<file path="config.mk">
export PLATFORM = sky130hd
export DESIGN_NAME = pwm_fade_seq
export DESIGN_NICKNAME = d
export VERILOG_FILES = /design/src/rtl/pwm_fade_seq.sv
export SDC_FILE = /design/constraint.sdc
export NUM_CORES = 1
export LEC_CHECK = 0
export ABC_AREA = 1
export CORE_MARGIN = 1.5
export CORE_UTILIZATION = 50
export DETAILED_ROUTE_END_ITERATION = 8
export PLACE_DENSITY = 0.83
export SLEW_MARGIN = 20
export SYNTH_ARGS = -nofsm -noshare
export SYNTH_HDL_FRONTEND = slang
export SYNTH_SLANG_ARGS = --single-unit
</file>
<file path="constraint.sdc">
create_clock -name clk -period 3.8 [get_ports clk]
set_clock_uncertainty 0.05 [all_clocks]
set_input_delay 0.76 -clock clk [delete_from_list [all_inputs] [get_ports clk]]
set_output_delay 0.76 -clock clk [all_outputs]
set_load 0.01 [all_outputs]
</file>
<file path="src/rtl/pwm_fade_seq.sv">
// pwm_fade_seq: command sequencer driving the PWM d/sel write port with single writes and period-paced CMP fades.
// Build option SYNC_WRITE_EN defers CMP writes to the cycle after a PWM period end.
module pwm_fade_seq #(
  parameter int W = 16,
  parameter int PERIODS_PER_STEP = 1
) (
  input  logic         clk,
  input  logic         nrst,
  input  logic         i_cmd_valid,
  output logic         o_cmd_ready,
  input  logic [1:0]   i_cmd_op,
  input  logic [W-1:0] i_cmd_data,
  input  logic [W-1:0] i_cmd_step,
  input  logic         i_abort,
  input  logic [W-1:0] i_pwm_cnt,
  input  logic [W-1:0] i_pwm_top,
  output logic [1:0]   o_sel,
  output logic [W-1:0] o_d,
  output logic [W-1:0] o_cmp_shadow,
  output logic         o_busy,
  output logic         o_done
);
`ifdef SYNC_WRITE_EN
  localparam bit DEFER_CMP = 1'b1;
`else
  localparam bit DEFER_CMP = 1'b0;
`endif
  localparam int PCW = PERIODS_PER_STEP > 1 ? $clog2(PERIODS_PER_STEP) : 1;
  localparam logic [PCW-1:0] PC_LAST = PCW'(PERIODS_PER_STEP - 1);
  typedef enum logic [1:0] {IDLE, WRITE, FADE_WAIT, FADE_WR} state_t;
  state_t         r_state;
  logic [W-1:0]   r_tgt, r_step, r_d, r_shadow;
  logic [1:0]     r_sel;
  logic           r_done, r_pend;
  logic [PCW-1:0] r_pc;
  logic           w_pe, w_accept, w_up, w_defer;
  logic [W-1:0]   w_step, w_nxt;
  logic [W:0]     w_sum, w_dif;
  assign o_cmd_ready  = (r_state == IDLE) && nrst;
  assign o_busy       = r_state != IDLE;
  assign o_sel        = r_sel;
  assign o_d          = r_d;
  assign o_cmp_shadow = r_shadow;
  assign o_done       = r_done;
  assign w_pe     = i_pwm_cnt >= i_pwm_top;
  assign w_accept = i_cmd_valid && o_cmd_ready;
  assign w_defer  = DEFER_CMP && (i_cmd_op == 2'b01);
  assign w_step   = (i_cmd_step == '0) ? W'(1) : i_cmd_step;
  // Step arithmetic is one bit wider so a clamp to target can never wrap.
  assign w_up  = r_tgt > r_shadow;
  assign w_sum = {1'b0, r_shadow} + {1'b0, r_step};
  assign w_dif = {1'b0, r_shadow} - {1'b0, r_step};
  assign w_nxt = w_up ? ((w_sum > {1'b0, r_tgt}) ? r_tgt : w_sum[W-1:0])
                      : ((w_dif[W] || (w_dif[W-1:0] < r_tgt)) ? r_tgt : w_dif[W-1:0]);
  always_ff @(posedge clk) begin
    if (!nrst) begin
      r_state  <= IDLE;
      r_sel    <= 2'b00;
      r_d      <= '0;
      r_shadow <= '0;
      r_done   <= 1'b0;
      r_pend   <= 1'b0;
      r_pc     <= '0;
      r_tgt    <= '0;
      r_step   <= '0;
    end else begin
      r_sel  <= 2'b00;
      r_done <= 1'b0;
      case (r_state)
        IDLE: if (w_accept) begin
          r_tgt <= i_cmd_data;
          if (i_cmd_op == 2'b00) begin
            r_step <= w_step;
            r_pc   <= '0;
            if (i_cmd_data == r_shadow) r_done <= 1'b1;
            else r_state <= FADE_WAIT;
          end else begin
            r_state <= WRITE;
            r_pend  <= w_defer;
            if (!w_defer) begin
              r_sel <= i_cmd_op;
              r_d   <= i_cmd_data;
              if (i_cmd_op == 2'b01) r_shadow <= i_cmd_data;
            end
          end
        end
        WRITE: if (!r_pend) r_state <= IDLE;
        else if (i_abort) begin
          r_pend  <= 1'b0;
          r_state <= IDLE;
        end else if (w_pe) begin
          r_pend   <= 1'b0;
          r_sel    <= 2'b01;
          r_d      <= r_tgt;
          r_shadow <= r_tgt;
        end
        FADE_WAIT: if (i_abort) r_state <= IDLE;
        else if (w_pe) begin
          if (r_pc == PC_LAST) begin
            r_pc     <= '0;
            r_sel    <= 2'b01;
            r_d      <= w_nxt;
            r_shadow <= w_nxt;
            r_done   <= w_nxt == r_tgt;
            r_state  <= FADE_WR;
          end else r_pc <= r_pc + 1'b1;
        end
        FADE_WR: r_state <= (i_abort || r_shadow == r_tgt) ? IDLE : FADE_WAIT;
        default: r_state <= IDLE;
      endcase
    end
  end
endmodule
</file>
==> summary.md <==
| Metric | Value |
|---|---|
| Routability cong. | `0.988` |
| Hold Crit Class | `reg -> reg` |
| Residual DRC | `0` |
| Slew HR | `14.1%` |
| Largest family of logic cells by synthesized area | `simple AND/OR/NAND/NOR gates` |
| Violated checks | `negative setup slack` |
| DR iter-0 viols | `1048` |
| Ant. Diodes | `0` |
| Worst Setup Start Kind | `flip-flop` |
| Post-layout util | `75.7%` |
| Port Buffers | `106` |
| Fin crit share | `108%` |
| Unrepaired setup endpoints after global routing | `true` |
| CP peak stage delay | `450 ps` |
| Final setup fails | `33` |
| Starting density of the core | `51.0%` |
| Max-capacitance violation count | `0` |
| Top FF cell, synth | `dfxtp_1` |
| Vias in the first global route | `8813` |
| Post-route setup slack | `-310 ps` |
| Die span in y | `125 um` |
| Sequential area share after synthesis | `19.0%` |
| Synth area leaders | `dfxtp_1, ha_1, nand2_1` |
| Layout area overhead | `48.4%` |
| Placed insts | `1566` |
| Syn Inst Count | `1152` |
| Core area | `0.0145 sq mm` |
| Critical path cell sequence | `ha_1 -> a21oi_1 -> nand2_1 -> a31oi_1 -> nand2_1 -> nand2_1 -> nand2_1 -> ha_1 -> nand4_1 -> nor3_2 -> o21ai_1 -> nand2_4 -> nand2_4 -> o211ai_1 -> nand3_1 -> nand2_1 -> nand2_1 -> nor2_1 -> nand3_1 -> a21oi_1` |
| Largest net degree at the start of global routing | `51` |
| First-pass iteration count of the detailed router | `6` |
| TritonCTS clock tree | `done` |
| Dpl hpwl | `22.2 mm` |
| Top-count cell post-synth | `nand2_1` |
| Multi-input gate area | `0.00584 sq mm` |
| Layout cells sized above 1 | `25.6%` |
| Xor/xnor cell area share of the yosys netlist | `3.44%` |
| Drt total wl | `30.1 mm` |
| FF/Latch Area | `0.00141 sq mm` |
| Arrival time worst endpoint | `4370 ps` |
| Critical Path RT | `4060 ps` |
| Clock tree buffer depth | `2` |
| Final Hold Fails | `0` |
| Ports | `107` |
| CTS buffer count | `9` |
| Slew Viols, Final | `0` |
| Fin nets | `1588` |
| Final ANT Viol Nets | `0` |
| Minimum clock period | `4110 ps` |
| First-pass GRT wire length | `45.4 mm` |
| Clock Tree Root | `clkbuf_16` |
| Cell Count, Final, Fillers Out | `1606` |
| Die Width | `125 um` |
| F_max | `0.243 GHz` |
| Avg Vias per Cell | `5.88` |
| Worst path slowest cell | `dfxtp_1` |
| # H-tree levels | `3` |
| Later-pin clock latency in the skew report | `370 ps` |
| Fill cells | `1130` |
| Initial antenna violation count | `0` |
| Vias | `9450` |
| Status | `finished with violations` |
| Post-Synth Simple-Gate Area | `27.4%` |
| FP Rows | `44` |
| CP max FO | `5` |
| Post-synth top area share | `19.0%` |
| Commonest cells post-synth | `nand2_1, inv_1, a21oi_1` |
| Clock sink total | `70` |
| Critical path class | `reg -> reg` |
| Total die area | `0.0155 sq mm` |
| Worst-Margin Slew | `1290 ps` |
| YS warnings | `0` |
| Post-synthesis mux area share | `0%` |
| EDFF count, synth | `0` |
| Synth Area in Compound Gates | `21.6%` |
| Ys async rst share | `0%` |
| Synth Area per Inst | `6.41 sq um` |
| Cts hold-fix bufs | `0` |
| Reg clk slew, reported paths | `70 ps` |
| Cell taking the most area after synthesis | `dfxtp_1` |
| Synth Cell Area | `0.00738 sq mm` |
| Cell variety after synth | `46` |
| Post-synthesis adder-cell area fraction | `17.3%` |
| Seq cells post-synth | `70` |
| GRT overflow | `0` |
| Gr usage total | `37.2%` |
| CP most frequent cell | `nand2_1` |
| Post-Syn Nets | `1323` |
| Crit. End Element | `flip-flop` |
| Wire length per cell | `18.8 um` |
==> layer usage <==
layer	part of all wire (%)	global-route usage, %	vias to the layer above
li1	-	-	4410
met1	40	46.9	4331
met2	43	56.7	561
met3	9.3	8.38	148
met4	7.5	24.3	0
met5	0	0	-
==> critical path, delay by kind of cell, from the launching register on <==
kind	cells	cell delay, ps
AOI/OAI and AO/OA	5	1320
DFF	1	450
and+or+nand+nor	13	1620
adders and majority gates	2	590
==> metrics by stage <==
stage / setup slack (ps) / setup TNS [ps] / hold slack (ps) / instance area (sq um)
detailed placement: -368 / -7240 / 415 / 9740
global placement: -281 / -4560 / 402 / 9740
CTS: -129 / -1860 / 428 / 10500
floorplan: 22.1 / 0 / 395 / 7390
global route: -553 / -14360 / 457 / 11000
finish: -310 / -6720 / 431 / 11000
==> cells by family (layout without fill, tap and decap cells) <==
family,after synthesis,after routing
buf+inv,210,477
fa+ha+maj,101,101
simple gates,465,468
compound gates,277,277
flops,70,70
xor+xnor,29,29
==> state kept, by name (all words and copies together) (netlist names) <==
name and cells:
r_state 2, o_cmp_shadow 16, r_pend 1, o_sel 2, o_done 1, o_d 16
r_tgt 16, r_step 16
==> worst paths after layout <==
kind | start | end | slack (ps) | depth (start not counted)
worst min-delay path | r_pend | r_pend | 430 | 2
worst max-delay path | o_cmp_shadow[13] | o_done | -310 | 20
worst min register to register | r_pend | r_pend | 430 | 2
worst max register to register | o_cmp_shadow[13] | o_done | -310 | 20
==> layout make-up <==
type	count	area share (%)
Clock inverter	7	0.628
Clock buffer	9	2.06
Tap cell	184	2.10
Timing Repair Buffer	295	23.4
Multi-Input combinational cell	875	53.3
Sequential cell	70	12.8
Inverter	166	5.71
==> cells in the final DEF (no fill, tap or decap), drive strengths merged, types with 4 or more instances in the layout <==
master	count
clkbuf	9
a21oi	119
nand2	243
nand3	108
nand4	13
o21bai	6
nor4	12
nor3	9
clkdlybuf4s50	106
nand3b	7
xor2	26
dfxtp	70
o21ai	94
o211ai	10
o22ai	14
o21a	4
inv	172
nor2	73
a211oi	17
ha	99
buf	189
a21o	4
==> timing repair <==
item,CTS,global route
buffers inserted,14,5
setup endpoints to repair,33,33
pin swaps,28,41
hold endpoints to repair,0,0
gates cloned,5,0
gates resized for setup,76,100
Power is left out: the tool's default activity adds up to more than one toggle a clock period on the data nets, which glitch-free logic cannot reach.
